## config.mk

```make
export PLATFORM = sky130hd
export DESIGN_NAME = notes_recorder
export DESIGN_NICKNAME = d
export VERILOG_FILES = /design/src/rtl/notes_recorder.sv
export SDC_FILE = /design/constraint.sdc
export NUM_CORES = 1
export LEC_CHECK = 0
export CAP_MARGIN = 15
export CORE_MARGIN = 2
export CORE_UTILIZATION = 55
export DETAILED_ROUTE_END_ITERATION = 16
export GPL_TIMING_DRIVEN = 0
export PLACE_DENSITY = 0.79
export SLEW_MARGIN = 40
export SYNTH_ARGS = -nofsm -noshare
export SYNTH_HDL_FRONTEND = slang
export SYNTH_SLANG_ARGS = --single-unit
export TNS_END_PERCENT = 5
```

## constraint.sdc

```tcl
create_clock -name clk -period 2.6 [get_ports clk]
set_input_delay 0.39 -clock clk [delete_from_list [all_inputs] [get_ports clk]]
set_output_delay 0.39 -clock clk [all_outputs]
set_load 0.1 [all_outputs]
```

## src/rtl/notes_recorder.sv

```systemverilog
// Square-wave half-period detector that records the detected note divisor into an
// external note memory once per note slot while rec is held.
module notes_recorder #(
  parameter int unsigned DUR = 2400000,
  parameter int unsigned AW  = 6,
  parameter int unsigned DW  = 16
) (
  input  logic          clk,
  input  logic          rstn,
  input  logic          ch_in,
  input  logic          rec,
  output logic [DW-1:0] note,
  output logic          note_vld,
  output logic          wr_en,
  output logic [AW-1:0] wr_addr,
  output logic [DW-1:0] wr_data,
  output logic          done
);

  localparam int unsigned   TW      = $clog2(DUR);
  localparam logic [DW-1:0] CntMax  = {DW{1'b1}};
  localparam logic [DW-1:0] CntOne  = DW'(1);
  localparam logic [TW-1:0] TimLast = TW'(DUR - 1);
  localparam logic [TW-1:0] TimOne  = TW'(1);
  localparam logic [AW-1:0] AddrLast = {AW{1'b1}};
  localparam logic [AW-1:0] AddrOne  = AW'(1);

  typedef enum logic [1:0] {StIdle, StRec, StDone} state_e;

  logic          r_s1, r_s2, r_s3;
  logic [DW-1:0] r_cnt, r_meas, r_note;
  logic          r_meas_vld, r_armed, r_note_vld;
  logic [TW-1:0] r_timer;
  logic          r_wr_en;
  logic [AW-1:0] r_wr_addr;
  logic [DW-1:0] r_wr_data;
  state_e        r_state, w_state_d;

  logic w_edge, w_accept, w_sat, w_tick, w_run, w_wr, w_done;

  assign w_edge   = r_s2 ^ r_s3;
  assign w_accept = w_edge && r_armed && r_meas_vld && (r_cnt == r_meas);
  // Fire as cnt steps onto MAX so silence lands exactly 2^DW-1 cycles after the last edge.
  assign w_sat    = !w_edge && (r_cnt == (CntMax - CntOne));

  always_ff @(posedge clk or negedge rstn) begin
    if (!rstn) begin
      r_s1 <= 1'b0;
      r_s2 <= 1'b0;
      r_s3 <= 1'b0;
    end else begin
      r_s1 <= ch_in;
      r_s2 <= r_s1;
      r_s3 <= r_s2;
    end
  end

  always_ff @(posedge clk or negedge rstn) begin
    if (!rstn) begin
      r_cnt      <= '0;
      r_meas     <= '0;
      r_meas_vld <= 1'b0;
      r_armed    <= 1'b0;
      r_note     <= '0;
      r_note_vld <= 1'b0;
    end else begin
      r_note_vld <= 1'b0;
      if (w_edge) begin
        r_cnt <= CntOne;
        if (r_armed) begin
          r_meas     <= r_cnt;
          r_meas_vld <= 1'b1;
          if (w_accept && (r_cnt != r_note)) begin
            r_note     <= r_cnt;
            r_note_vld <= 1'b1;
          end
        end else begin
          r_armed <= 1'b1;
        end
      end else begin
        if (r_cnt != CntMax) begin
          r_cnt <= r_cnt + CntOne;
        end
        if (w_sat) begin
          r_note     <= '0;
          r_armed    <= 1'b0;
          r_meas     <= '0;
          r_meas_vld <= 1'b0;
          r_note_vld <= (r_note != '0);
        end
      end
    end
  end

  always_ff @(posedge clk or negedge rstn) begin
    if (!rstn) begin
      r_state <= StIdle;
    end else begin
      r_state <= w_state_d;
    end
  end

  always_comb begin
    w_state_d = r_state;
    unique case (r_state)
      StIdle: if (rec) w_state_d = StRec;
      StRec: begin
        if (!rec) begin
          w_state_d = StIdle;
        end else if (r_wr_en && (r_wr_addr == AddrLast)) begin
          w_state_d = StDone;
        end
      end
      StDone: if (!rec) w_state_d = StIdle;
      default: w_state_d = StIdle;
    endcase
  end

  always_comb begin
    w_run  = (r_state == StRec);
    w_done = (r_state == StDone);
    w_tick = w_run && (r_timer == TimLast);
    // A tick coinciding with rec falling is dropped.
    w_wr   = w_tick && rec;
  end

  always_ff @(posedge clk or negedge rstn) begin
    if (!rstn) begin
      r_timer   <= '0;
      r_wr_en   <= 1'b0;
      r_wr_addr <= '0;
      r_wr_data <= '0;
    end else begin
      if (!w_run || w_tick) begin
        r_timer <= '0;
      end else begin
        r_timer <= r_timer + TimOne;
      end
      r_wr_en <= w_wr;
      if (w_wr) begin
        r_wr_data <= r_note;
      end
      if (w_state_d == StIdle) begin
        r_wr_addr <= '0;
      end else if (r_wr_en && (r_wr_addr != AddrLast)) begin
        r_wr_addr <= r_wr_addr + AddrOne;
      end
    end
  end

  assign note     = r_note;
  assign note_vld = r_note_vld;
  assign wr_en    = r_wr_en;
  assign wr_addr  = r_wr_addr;
  assign wr_data  = r_wr_data;
  assign done     = w_done;

endmodule

```

==> metrics.txt <==
# TYPE chip_impl_metric gauge
chip_impl_info{name="outcome",value="finished, final reports clean"} 1
chip_impl_metric{name="antenna_found_initial",unit=""} 0
chip_impl_metric{name="timing.final.ws_setup",unit="ns"} 0.1548
chip_impl_metric{name="vdd_ir_drop_max",unit="V"} 0.0003631
chip_impl_metric{name="critical_path_arrival",unit="ns"} 2.69
chip_impl_metric{name="timing.slew.headroom",unit="%"} 53.27
chip_impl_metric{name="whs",unit="ns"} 0.3681
chip_impl_metric{name="final-setup-viol-count",unit=""} 0
chip_impl_metric{name="cts_inserted_buffers",unit=""} 9
chip_impl_info{name="cp_cell_sequence",value="nand4b_1 > or4_1 > nor4_2 > nand4b_2 > buf_6 > mux2_1"} 1
chip_impl_metric{name="power_leakage",unit="nW"} 2.719
chip_impl_metric{name="synth_fp_nets",unit=""} 496
chip_impl_metric{name="yosysUniqueCellTypes",unit=""} 51
chip_impl_metric{name="area_growth",unit="%"} 13.07
chip_impl_metric{name="floorplan.die_area",unit="sq mm"} 0.009774
chip_impl_metric{name="gp_routability_congestion",unit=""} 0.8408
chip_impl_metric{name="grt_usage",unit="%"} 23.16
chip_impl_metric{name="post_synth_instance_area",unit="sq mm"} 0.004950
chip_impl_metric{name="pin_count",unit=""} 45
chip_impl_metric{name="timing.max_cap.violations",unit=""} 0
chip_impl_metric{name="via_per_inst",unit=""} 5.623
chip_impl_metric{name="grt_max_degree",unit=""} 60
chip_impl_metric{name="synthesis.area_per_instance",unit="sq um"} 10.14
chip_impl_metric{name="final_min_period_over_clock_period",unit="%"} 94.05
chip_impl_info{name="setup.worst_path.end_class",value="flip-flop"} 1
chip_impl_metric{name="finalMaxSlewViolations",unit=""} 0
chip_impl_metric{name="grt_overflow",unit=""} 0
chip_impl_info{name="layout_common_cells",value="sky130_fd_sc_hd__dfrtp_1, sky130_fd_sc_hd__nand2_1, sky130_fd_sc_hd__nor2_1, sky130_fd_sc_hd__buf_2, sky130_fd_sc_hd__xnor2_1"} 1
chip_impl_metric{name="ys_seq_area_share",unit="%"} 51.06
chip_impl_metric{name="detailedRoute.firstPassIterationCount",unit=""} 5
chip_impl_metric{name="antenna_cells",unit=""} 0
chip_impl_info{name="grt_setup_unrepaired",value="no"} 1
chip_impl_metric{name="syn-instance-count",unit=""} 488
chip_impl_metric{name="clkSlewWorstSetupHoldPaths",unit="ns"} 0.09
chip_impl_metric{name="std_cell_rows",unit=""} 34
chip_impl_metric{name="io_buf_count",unit=""} 44
chip_impl_metric{name="detail_route.drc_violations",unit=""} 0
chip_impl_metric{name="fin_worst_skew",unit="ns"} 0.007888
chip_impl_info{name="timing_worst_setup_path_type",value="flip-flop to flip-flop"} 1
chip_impl_metric{name="postSynthRegisterBits",unit=""} 101
chip_impl_info{name="holdCritPathClass",value="flip-flop to flip-flop"} 1
chip_impl_metric{name="fin_tns_setup",unit="ns"} 0
chip_impl_metric{name="final_period_minus_worst_setup_slack",unit="ns"} 2.445
chip_impl_metric{name="worstMarginPinSlew",unit="ns"} 0.6991
chip_impl_metric{name="post_cts_resize_count",unit=""} 0
chip_impl_metric{name="wl_per_cell",unit="microns"} 16.15
chip_impl_metric{name="via_count_of_the_first_global_routing_pass",unit=""} 3730
chip_impl_info{name="postSynth.topFlopCell",value="sky130_fd_sc_hd__dfrtp_1"} 1
chip_impl_metric{name="power_per_cell_area",unit="mW/mm^2"} 630.8
chip_impl_metric{name="worst-path-max-fanout",unit=""} 10
chip_impl_metric{name="worst_skew_pair.late_latency",unit="ns"} 0.37
chip_impl_metric{name="antenna_left",unit=""} 0
chip_impl_metric{name="pre_cts_slack",unit="ns"} 0.1863
chip_impl_metric{name="sinks_on_the_clock_net",unit=""} 101
chip_impl_metric{name="count_of_flip_flops_with_a_built_in_enable_after_synthesis",unit=""} 0
chip_impl_metric{name="highest_clock_rate",unit="MHz"} 409.0
chip_impl_info{name="cts_root_buf",value="sky130_fd_sc_hd__clkbuf_8"} 1
chip_impl_info{name="setup.worst_path.start_class",value="flip-flop"} 1
chip_impl_metric{name="post_route_cells_drive_above_1_share",unit="%"} 14.36
chip_impl_metric{name="dp_hpwl",unit="microns"} 7604
chip_impl_metric{name="ys_warn_count",unit=""} 0
chip_impl_metric{name="via_count",unit=""} 3700
chip_impl_metric{name="cts_buffer_depth",unit=""} 2
chip_impl_metric{name="finalHoldViolCount",unit=""} 0
chip_impl_metric{name="floorplan.initialDensity",unit="%"} 56.76
chip_impl_metric{name="dr.first_iter.drc_count",unit=""} 155
chip_impl_metric{name="chipHeight",unit="microns"} 98.87
chip_impl_metric{name="worst-endpoint-required",unit="ns"} 2.85
chip_impl_metric{name="core_region_area",unit="sq mm"} 0.008721
chip_impl_info{name="mostFrequentLayoutCell",value="sky130_fd_sc_hd__dfrtp_1"} 1
chip_impl_info{name="tritoncts",value="done"} 1
chip_impl_metric{name="die_x",unit="microns"} 98.87
chip_impl_metric{name="cts.htree.levels",unit=""} 3
chip_impl_metric{name="postRouteWirelength",unit="microns"} 10630
chip_impl_metric{name="grt_first_pass_wirelength",unit="microns"} 18020
chip_impl_info{name="critPathSlowestCell",value="sky130_fd_sc_hd__or4_1"} 1
chip_impl_metric{name="critical_path.max_stage_delay",unit="ns"} 0.50
chip_impl_metric{name="layout_nets",unit=""} 553
chip_impl_metric{name="synth-async-reset-ratio",unit="%"} 100.0
per-stage QoR:
stage | instance area, sq um | util, % | std cells | power, W
2_1_floorplan | 4950 | - | 488 | 0.002248
3_3_place_gp | 5525 | 63.36 | 640 | 0.002435
3_5_place_dp | 5354 | 61.39 | 641 | 0.002425
6_report | 5597 | 64.18 | 658 | 0.003531
4_1_cts | 5597 | 64.18 | 658 | 0.003548
5_1_grt | 5597 | 64.18 | 658 | 0.003675
area by class of cell:
cell class,instances,area [sq um]
clock inverter,5,81.33
inverter,28,105.1
clock buffer,11,151.4
buffer,29,157.7
timing repair buffer,46,277.8
multi-input combinational,330,2161
sequential,101,2527
tap,108,135.1
fill,687,3124
final timing paths:
| check | startpoint | end | slack [ns] | cells past startpoint |
|---|---|---|---|---|
| worst max-delay path | r_timer[20] | wr_data[13] | 0.15 | 6 |
| worst min-delay path | r_s1 | r_s2 | 0.37 | 0 |
| worst max register to register | r_timer[20] | wr_data[13] | 0.15 | 6 |
| worst min register to register | r_s1 | r_s2 | 0.37 | 0 |
| max in group asynchronous | rstn | r_timer[10] | 1.50 | 3 |
| min in group asynchronous | rstn | wr_addr[2] | 0.50 | 2 |
critical path: cells and delay by family, from the launching register on:
family / cells / cell delay, ns
simple gates: 4 / 1.29
flops: 1 / 0.42
buf+inv: 1 / 0.27
mux: 1 / 0.34
cells in the mapped netlist, types with 10 or more instances:
library cell	n	share of area [%]
sky130_fd_sc_hd__inv_1	27	2.0
sky130_fd_sc_hd__nor2_1	49	3.7
sky130_fd_sc_hd__xor2_1	18	3.2
sky130_fd_sc_hd__dfrtp_1	101	51
sky130_fd_sc_hd__clkbuf_1	16	1.2
sky130_fd_sc_hd__nand2_1	59	4.5
sky130_fd_sc_hd__mux2i_1	17	3.4
sky130_fd_sc_hd__nor3_1	10	1.0
sky130_fd_sc_hd__nand4_1	12	1.5
sky130_fd_sc_hd__mux2_1	16	3.6
sky130_fd_sc_hd__nor4_1	12	1.5
sky130_fd_sc_hd__nand3_1	20	2.0
sky130_fd_sc_hd__xnor2_1	45	8.0
sky130_fd_sc_hd__o21ai_0	15	1.5
repair_timing:
| action | in CTS | in global routing |
|---|---|---|
| endpoints found under the hold margin | 42 | 0 |
| setup buffers | 0 | 0 |
| hold buffers | 1 | 0 |
| setup endpoints to repair | 0 | 0 |
sequential cells by signal, summed over array words and instances (netlist names):
signal and cells:
wr_en 1, note 16, r_cnt 16, r_s3 1
r_s1 1, r_meas_vld 1, r_timer 22, r_armed 1
r_s2 1, r_state 2, wr_data 16, r_meas 16
wr_addr 6, note_vld 1
per-layer routing:
layer / share of wire [%] / vias up / routed length [microns] / GRT usage [%]
li1: - / 1747 / - / -
met1: 42 / 1855 / 4512 / 30.58
met2: 52 / 85 / 5519 / 38.20
met3: 4.3 / 13 / 454 / 5.106
met4: 1.3 / 0 / 143 / 7.587
met5: 0 / - / 0 / 0
cells by family after synthesis:
logic type               synth area share, %
multiplexers                           7.078
XOR/XNOR                               11.15
buffers and inverters                  5.308
adder cells (fa/ha/maj)                1.011
flip-flops                             51.06
AO/OA/AOI/OAI                          5.283
AND/OR/NAND/NOR                        19.11
report_power, final:
group	switching, W	internal [W]	leakage, nW
Combinational	0.000492	0.000209	1.23
Clock	0.000540	0.000597	0.116
Sequential	0.0000638	0.00163	1.38
Note: power is estimated with default switching activity, not from simulation.
